==> src/rtl/me_pkg.sv <==
// Shared motion-estimation constants and the reference feeder state encoding.
package me_pkg;

   typedef enum logic [2:0] {
      ST_IDLE    = 3'd0,
      ST_PREFILL = 3'd1,
      ST_SYNC    = 3'd2,
      ST_STREAM  = 3'd3,
      ST_ABORT   = 3'd4,
      ST_DONE    = 3'd5
   } feed_state_e;

   localparam int unsigned DEF_ROW_WORDS  = 35;
   localparam int unsigned DEF_NUM_ROWS   = 16;
   localparam int unsigned DEF_ROW_STRIDE = 120;
   localparam int unsigned DEF_FIFO_DEPTH = 8;
   localparam int unsigned WORD_W         = 64;

endpackage

==> src/rtl/ref_fifo.sv <==
// Synchronous word FIFO with flush; head is visible combinationally for same-cycle pop.
module ref_fifo
   import me_pkg::*;
#(
   parameter int unsigned DEPTH = DEF_FIFO_DEPTH,
   parameter int unsigned W     = WORD_W
) (
   input  logic                       clk_i,
   input  logic                       rst_i,
   input  logic                       clear_i,
   input  logic                       push_i,
   input  logic [W-1:0]               wdata_i,
   input  logic                       pop_i,
   output logic [W-1:0]               head_c_o,
   output logic [$clog2(DEPTH+1)-1:0] count_o
);

   localparam int unsigned PW   = (DEPTH > 1) ? $clog2(DEPTH) : 1;
   localparam int unsigned CNTW = $clog2(DEPTH + 1);

   logic [W-1:0]    mem_q [DEPTH];
   logic [PW-1:0]   wr_q;
   logic [PW-1:0]   rd_q;
   logic [CNTW-1:0] cnt_q;

   function automatic logic [PW-1:0] bump(input logic [PW-1:0] p);
      return (p == PW'(DEPTH - 1)) ? '0 : p + PW'(1);
   endfunction

   always_ff @(posedge clk_i or posedge rst_i) begin
      if (rst_i) begin
         wr_q  <= '0;
         rd_q  <= '0;
         cnt_q <= '0;
      end else if (clear_i) begin
         wr_q  <= '0;
         rd_q  <= '0;
         cnt_q <= '0;
      end else begin
         if (push_i) wr_q <= bump(wr_q);
         if (pop_i)  rd_q <= bump(rd_q);
         cnt_q <= cnt_q + CNTW'(push_i) - CNTW'(pop_i);
      end
   end

   // Storage carries no reset; only slots below count are ever read.
   always_ff @(posedge clk_i) begin
      if (push_i && !clear_i) mem_q[wr_q] <= wdata_i;
   end

   assign head_c_o = mem_q[rd_q];
   assign count_o  = cnt_q;

endmodule

==> src/rtl/ref_feeder.sv <==
// Fetches one search line of reference rows from memory and streams it gap-free
// to the reference buffer after a one-cycle next_line resync pulse.
module ref_feeder
   import me_pkg::*;
#(
   parameter int unsigned AW          = 20,
   parameter int unsigned ROW_WORDS   = DEF_ROW_WORDS,
   parameter int unsigned NUM_ROWS    = DEF_NUM_ROWS,
   parameter int unsigned ROW_STRIDE  = DEF_ROW_STRIDE,
   parameter int unsigned FIFO_DEPTH  = DEF_FIFO_DEPTH,
   parameter int unsigned START_LEVEL = 4
) (
   input  logic              clk,
   input  logic              rst,
   input  logic              start,
   input  logic [AW-1:0]     base_addr,
   output logic              busy,
   output logic              done,
   output logic              err,
   output logic              mem_req,
   output logic [AW-1:0]     mem_addr,
   input  logic              mem_gnt,
   input  logic              mem_rvalid,
   input  logic [WORD_W-1:0] mem_rdata,
   output logic [WORD_W-1:0] ref_word,
   output logic              next_line
);

   localparam int unsigned TOTAL = NUM_ROWS * ROW_WORDS;
   localparam int unsigned TW    = $clog2(TOTAL + 1);
   localparam int unsigned OW    = $clog2(FIFO_DEPTH + 1);
   localparam int unsigned SW    = OW + 1;
   localparam int unsigned CW    = (ROW_WORDS > 1) ? $clog2(ROW_WORDS) : 1;

   feed_state_e       state_q, state_d;
   logic [AW-1:0]     row_addr_q, row_addr_d;
   logic [CW-1:0]     col_q, col_d;
   logic [TW-1:0]     issued_q, issued_d;
   logic [TW-1:0]     popped_q, popped_d;
   logic [OW-1:0]     outst_q, outst_d;
   logic              busy_q, busy_d;
   logic              done_q, done_d;
   logic              err_q, err_d;
   logic              mem_req_q, mem_req_d;
   logic [AW-1:0]     mem_addr_q, mem_addr_d;
   logic [WORD_W-1:0] ref_word_q, ref_word_d;
   logic              next_line_q, next_line_d;

   logic              grant;
   logic              rsp_ok;
   logic              start_ok;
   logic              pop_req;
   logic              fifo_push;
   logic              fifo_pop;
   logic              fifo_clear;
   logic [WORD_W-1:0] fifo_head;
   logic [OW-1:0]     fifo_cnt;
   logic [OW-1:0]     cnt_nxt;

   // Handshake and FIFO control; stray responses with nothing outstanding are dropped.
   assign grant      = mem_req_q & mem_gnt;
   assign rsp_ok     = mem_rvalid & (outst_q != '0);
   assign start_ok   = (state_q == ST_IDLE) & start;
   assign pop_req    = (state_q == ST_SYNC) | (state_q == ST_STREAM);
   assign fifo_pop   = pop_req & (fifo_cnt != '0);
   assign fifo_push  = rsp_ok & (state_q != ST_ABORT);
   assign fifo_clear = (state_q == ST_ABORT) | start_ok;

   ref_fifo #(
      .DEPTH (FIFO_DEPTH),
      .W     (WORD_W)
   ) u_fifo (
      .clk_i    (clk),
      .rst_i    (rst),
      .clear_i  (fifo_clear),
      .push_i   (fifo_push),
      .wdata_i  (mem_rdata),
      .pop_i    (fifo_pop),
      .head_c_o (fifo_head),
      .count_o  (fifo_cnt)
   );

   always_ff @(posedge clk or posedge rst) begin
      if (rst) begin
         state_q     <= ST_IDLE;
         row_addr_q  <= '0;
         col_q       <= '0;
         issued_q    <= '0;
         popped_q    <= '0;
         outst_q     <= '0;
         busy_q      <= 1'b0;
         done_q      <= 1'b0;
         err_q       <= 1'b0;
         mem_req_q   <= 1'b0;
         mem_addr_q  <= '0;
         ref_word_q  <= '0;
         next_line_q <= 1'b0;
      end else begin
         state_q     <= state_d;
         row_addr_q  <= row_addr_d;
         col_q       <= col_d;
         issued_q    <= issued_d;
         popped_q    <= popped_d;
         outst_q     <= outst_d;
         busy_q      <= busy_d;
         done_q      <= done_d;
         err_q       <= err_d;
         mem_req_q   <= mem_req_d;
         mem_addr_q  <= mem_addr_d;
         ref_word_q  <= ref_word_d;
         next_line_q <= next_line_d;
      end
   end

   always_comb begin
      state_d    = state_q;
      row_addr_d = row_addr_q;
      col_d      = col_q;
      issued_d   = issued_q + TW'(grant);
      popped_d   = popped_q + TW'(fifo_pop);
      outst_d    = outst_q + OW'(grant) - OW'(rsp_ok);
      err_d      = err_q;
      ref_word_d = '0;

      // Raster walk: the row base advances by the stride, the column within a row.
      if (grant) begin
         if (col_q == CW'(ROW_WORDS - 1)) begin
            col_d      = '0;
            row_addr_d = row_addr_q + AW'(ROW_STRIDE);
         end else begin
            col_d = col_q + CW'(1);
         end
      end

      unique case (state_q)
         ST_IDLE: begin
            if (start) begin
               state_d    = ST_PREFILL;
               row_addr_d = base_addr;
               col_d      = '0;
               issued_d   = '0;
               popped_d   = '0;
               err_d      = 1'b0;
            end
         end
         ST_PREFILL: begin
            if ((fifo_cnt >= OW'(START_LEVEL)) ||
                ((issued_q == TW'(TOTAL)) && (outst_q == '0))) begin
               state_d = ST_SYNC;
            end
         end
         ST_SYNC, ST_STREAM: begin
            if (fifo_cnt == '0) begin
               err_d   = 1'b1;
               state_d = ST_ABORT;
            end else begin
               ref_word_d = fifo_head;
               if (popped_q == TW'(TOTAL - 1)) begin
                  state_d = ST_DONE;
               end else begin
                  state_d = ST_STREAM;
               end
            end
         end
         ST_ABORT: begin
            if (outst_q == '0) state_d = ST_DONE;
         end
         ST_DONE: begin
            state_d = ST_IDLE;
         end
         default: begin
            state_d = ST_IDLE;
         end
      endcase

      cnt_nxt = fifo_clear ? '0 : fifo_cnt + OW'(fifo_push) - OW'(fifo_pop);

      // Credit check counts words in flight plus buffered words so the FIFO cannot overflow.
      mem_req_d   = (state_d inside {ST_PREFILL, ST_SYNC, ST_STREAM}) &&
                    (issued_d < TW'(TOTAL)) &&
                    ((SW'(outst_d) + SW'(cnt_nxt)) < SW'(FIFO_DEPTH));
      mem_addr_d  = mem_req_d ? (row_addr_d + AW'(col_d)) : '0;
      busy_d      = state_d inside {ST_PREFILL, ST_SYNC, ST_STREAM, ST_ABORT};
      done_d      = (state_d == ST_DONE);
      next_line_d = (state_d == ST_SYNC);
   end

   assign busy      = busy_q;
   assign done      = done_q;
   assign err       = err_q;
   assign mem_req   = mem_req_q;
   assign mem_addr  = mem_addr_q;
   assign ref_word  = ref_word_q;
   assign next_line = next_line_q;

endmodule
==> config.mk <==
export PLATFORM = sky130hd
export DESIGN_NAME = ref_feeder
export DESIGN_NICKNAME = d
export VERILOG_FILES = /design/src/rtl/me_pkg.sv /design/src/rtl/ref_fifo.sv /design/src/rtl/ref_feeder.sv
export SDC_FILE = /design/constraint.sdc
export NUM_CORES = 1
export LEC_CHECK = 0
export CAP_MARGIN = 20
export CELL_PAD_IN_SITES_DETAIL_PLACEMENT = 1
export CELL_PAD_IN_SITES_GLOBAL_PLACEMENT = 1
export CORE_ASPECT_RATIO = 1.2
export CORE_MARGIN = 2
export CORE_UTILIZATION = 51
export DETAILED_ROUTE_END_ITERATION = 12
export GPL_TIMING_DRIVEN = 1
export PLACE_DENSITY = 0.91
export SETUP_SLACK_MARGIN = 0.5
export SLEW_MARGIN = 20
export SYNTH_ARGS = -nofsm -noshare
export SYNTH_HDL_FRONTEND = slang
export SYNTH_HIERARCHICAL = 1
export SYNTH_SLANG_ARGS = --single-unit
==> constraint.sdc <==
create_clock -name clk -period 9.2 [get_ports clk]
set_clock_uncertainty 0.05 [all_clocks]
set_input_delay 1.84 -clock clk [delete_from_list [all_inputs] [get_ports clk]]
set_output_delay 1.84 -clock clk [all_outputs]
set_load 0.01 [all_outputs]
==> results.py <==
metrics = {
    "finish": {
        "fin_nets": 1750,
        "fill_cells": 4386,
        "final_layout_size_suffix_gt1_frac": 0.205,
        "syn_to_final_growth_pct": 18.5,
        "final-seq-area_mm2": 0.0192,
        "instances_no_fill": 2334,
        "multi_input_area_mm2": 0.00679,
    },
    "hold_path": {
        "hold_class": "reg -> reg",
    },
    "synth": {
        "synthArstFlopShare": 0.229,
        "yosys_warnings": 6,
        "ys_seq_area_frac": 0.728,
        "synth_edf_count": 512,
        "synth_cells": 1412,
        "synth_ff_type": "edfxtp_1",
        "syn_nets": 1538,
        "synth_area_mm2": 0.0263,
        "ys_seq_elements": 664,
        "syn_avg_cell_area_um2": 18.7,
        "synth_cell_type_count": 65,
    },
    "sta": {
        "finalCritPeriodShare": 0.608,
        "setup_viol": 0,
        "worst_slew_pin_slew_ns": 0.990,
        "grt_setup_unrepaired": "no",
        "setup_tns_ns": 0,
        "finalMaxSlewViolations": 0,
        "max_freq_mhz": 179,
        "hold_viol_final": 0,
        "fin_crit_ns": 5.59,
        "slew_headroom": 0.340,
    },
    "floorplan": {
        "num_rows": 91,
        "pin_count": 178,
        "dieWidth_um": 211,
        "dieArea_mm2": 0.0535,
        "dieHeight_um": 253,
        "initial_core_util": 0.514,
        "core-area_mm2": 0.0512,
    },
    "place": {
        "place_hpwl_um": 35400,
        "place_congestion": 0.814,
        "io_buffers": 177,
        "dp_cells": 2205,
    },
    "clocking": {
        "cts-root-buf": "clkbuf_16",
        "postCtsSetupRepairBufs": 0,
        "clkLatencyLatePin_ns": 0.61,
        "cts_buffers": 67,
        "clock-sinks": 664,
        "hold_buffers": 0,
        "cts_max_level": 3,
        "ctsResizeCount": 0,
        "cts_tree": "done",
        "cts_buffer_depth": 3,
        "clk_pin_slew_ns": 0.06,
    },
    "worst_setup_path": {
        "worst-path-max-fanout": 14,
        "cpPeakStageDelay_ns": 0.58,
        "end_kind": "flip-flop",
        "worstSetupPathType": "in -> reg",
        "path_cells": "clkdlybuf4s50_1 -> or4b_1 -> o21ai_1 -> a211oi_1 -> inv_1 -> fa_1 -> nor2b_1 -> o31a_1 -> o21ai_0 -> a21boi_1 -> nand3_2 -> or4_1 -> a21oi_1",
        "crit_slowest_cell": "or4_1",
        "required_ns": 9.66,
        "start_kind": "input port",
        "crit_arrival_ns": 6.05,
    },
    "detailed_routing": {
        "drc": 0,
        "first_iter_violations": 1105,
        "vias": 13925,
        "wire_per_inst_um": 27.9,
        "drtAntennaViolNets": 0,
        "wl_um": 65100,
        "drt_pass1_iterations": 5,
        "drt-vias-per-instance": 5.97,
    },
    "flow_run": {
        "drv_cap": 0,
    },
    "power": {
        "leakagePower_nw": 10.9,
        "powerDensity_mw_per_mm2": 326,
        "irDropWorstVdd_uv": 219,
    },
    "global_route": {
        "grt_max_degree": 103,
        "grt_use_met2": 0.433,
        "grt_antenna_before_repair": 9,
        "grt_pass1_vias": 15460,
        "grt_first_pass_wirelength_um": 97800,
        "grt_use_met3": 0.0520,
        "overflow": 0,
        "grt.total_usage": 0.251,
        "met1_usage": 0.310,
        "grt-busiest-layer": "met2",
    },
    "run_status": {
        "status": "completed",
    },
}
==> kinds of logic (layout without fill, tap and decap cells) <==
family | Yosys count | count (layout) | synth area share
AO/OA/AOI/OAI | 93 | 93 | 0.0246
XOR/XNOR | 30 | 30 | 0.00997
adder cells (fa/ha/maj) | 37 | 37 | 0.0187
buffers and inverters | 94 | 361 | 0.0171
flip-flops | 664 | 664 | 0.728
multiplexers | 202 | 202 | 0.141
other | 0 | 4 | 0
AND/OR/NAND/NOR | 292 | 292 | 0.0611
==> layout by cell type, fill, tap and decap left out, types with 5 or more instances in the layout <==
cell	n
a211oi_1	5
a21o_1	6
a21oi_1	19
and2_1	76
buf_4	21
bufinv_16	8
clkbuf_1	16
clkbuf_16	72
clkdlybuf4s50_1	177
clkinv_1	10
clkinv_2	9
dfrtp_1	149
edfxtp_1	512
ha_1	33
inv_1	36
mux2_2	65
mux2i_1	9
mux4_2	128
nand2_1	43
nand2b_1	7
nand3_1	15
nand4_1	12
nor2_1	54
nor2_4	7
nor2b_1	7
nor3_1	10
nor3b_1	5
nor4_1	9
o21ai_0	27
or3_1	15
or4_1	5
xnor2_1	17
xor2_1	13
==> cell usage after synthesis, types with 4 or more instances <==
cell	count	share of area
nor2b_1	7	0.0017
clkbuf_1	28	0.0040
a21oi_1	19	0.0036
buf_1	11	0.0016
and2_1	76	0.018
o21ai_0	27	0.0051
xnor2_1	17	0.0057
nand3_1	15	0.0028
a21o_1	6	0.0017
a211oi_1	5	0.0014
buf_6	11	0.0047
nor2_1	61	0.0087
xor2_1	13	0.0043
nor3b_1	5	0.0014
nand4_1	12	0.0028
a31oi_1	4	0.00095
o21a_1	4	0.0011
nand2b_1	7	0.0017
or3_1	15	0.0036
mux2i_1	9	0.0034
or4_1	5	0.0014
inv_1	37	0.0053
o31ai_1	4	0.0011
mux2_2	65	0.028
edfxtp_1	512	0.58
dfrtp_1	152	0.14
nor4_1	9	0.0021
nor3_1	12	0.0023
mux4_2	128	0.11
fa_1	4	0.0030
and3_1	4	0.00095
ha_1	33	0.016
nand2_1	43	0.0061
buf_2	4	0.00076
==> worst max-delay path: cells and delay by family <==
family	cells	cell delay (ns)
AOI/OAI and AO/OA	6	1.68
and+or+nand+nor	4	1.54
buffers and inverters	2	0.55
adders and majority gates	1	0.43
==> report_power, final <==
group          internal (W)  switching (W)  leakage, nW
combinational       0.00148        0.00168         3.16
clock               0.00169        0.00117         1.13
sequential          0.00383       0.000347         6.59
total               0.00700        0.00319         10.9
==> routing by layer <==
metal / vias up / share of wire
met3: 120 / 0.066
met4: 6 / 0.028
li1: 5939 / -
met1: 7320 / 0.38
met5: - / 0.00057
met2: 540 / 0.53
==> flip-flops by register name (all words and copies together), names as in the netlist, 3 cells and up <==
register        flops
u_fifo/mem_q      512
outst_q             4
row_addr_q         20
popped_q           10
state_q             3
col_q               6
u_fifo/count_o      4
mem_addr           20
ref_word           64
u_fifo/rd_q         3
issued_q           10
u_fifo/wr_q         3
==> final timing paths <==
path                       startpoint                 to  cells past startpoint  slack, ns
hold / removal                    err                err                      1       0.43
setup / recovery                start       mem_addr[18]                     13       3.61
max in group asynchronous         rst       ref_word[11]                      3       5.82
min in group asynchronous         rst  u_fifo/count_o[1]                      2       1.64
setup reg to reg             col_q[0]       mem_addr[18]                     14       4.72
hold reg to reg                   err                err                      1       0.43
==> final cells by class <==
type | instances | share of cell area
Multi-Input combinational cell | 654 | 0.217
Clock inverter | 33 | 0.0127
Timing Repair Buffer | 200 | 0.0631
Inverter | 37 | 0.00461
Clock buffer | 91 | 0.0610
Tap cell | 651 | 0.0261
Antenna cell | 4 | 0.000321
Sequential cell | 664 | 0.615
==> per-stage QoR <==
stage               hold WS (ns)  setup WS (ns)  power [W]  instance area, um^2  utilization
floorplan                  0.396          0.574    0.00624                26300            -
global placement           0.419           3.38    0.00712                28900        0.564
detailed placement         0.428           3.07    0.00733                28900        0.564
CTS                        0.442           3.68     0.0103                31200        0.609
global route               0.461           3.25     0.0107                31200        0.609
finish                     0.434           3.61     0.0102                31200        0.609
(Power assumes the default switching activity.)
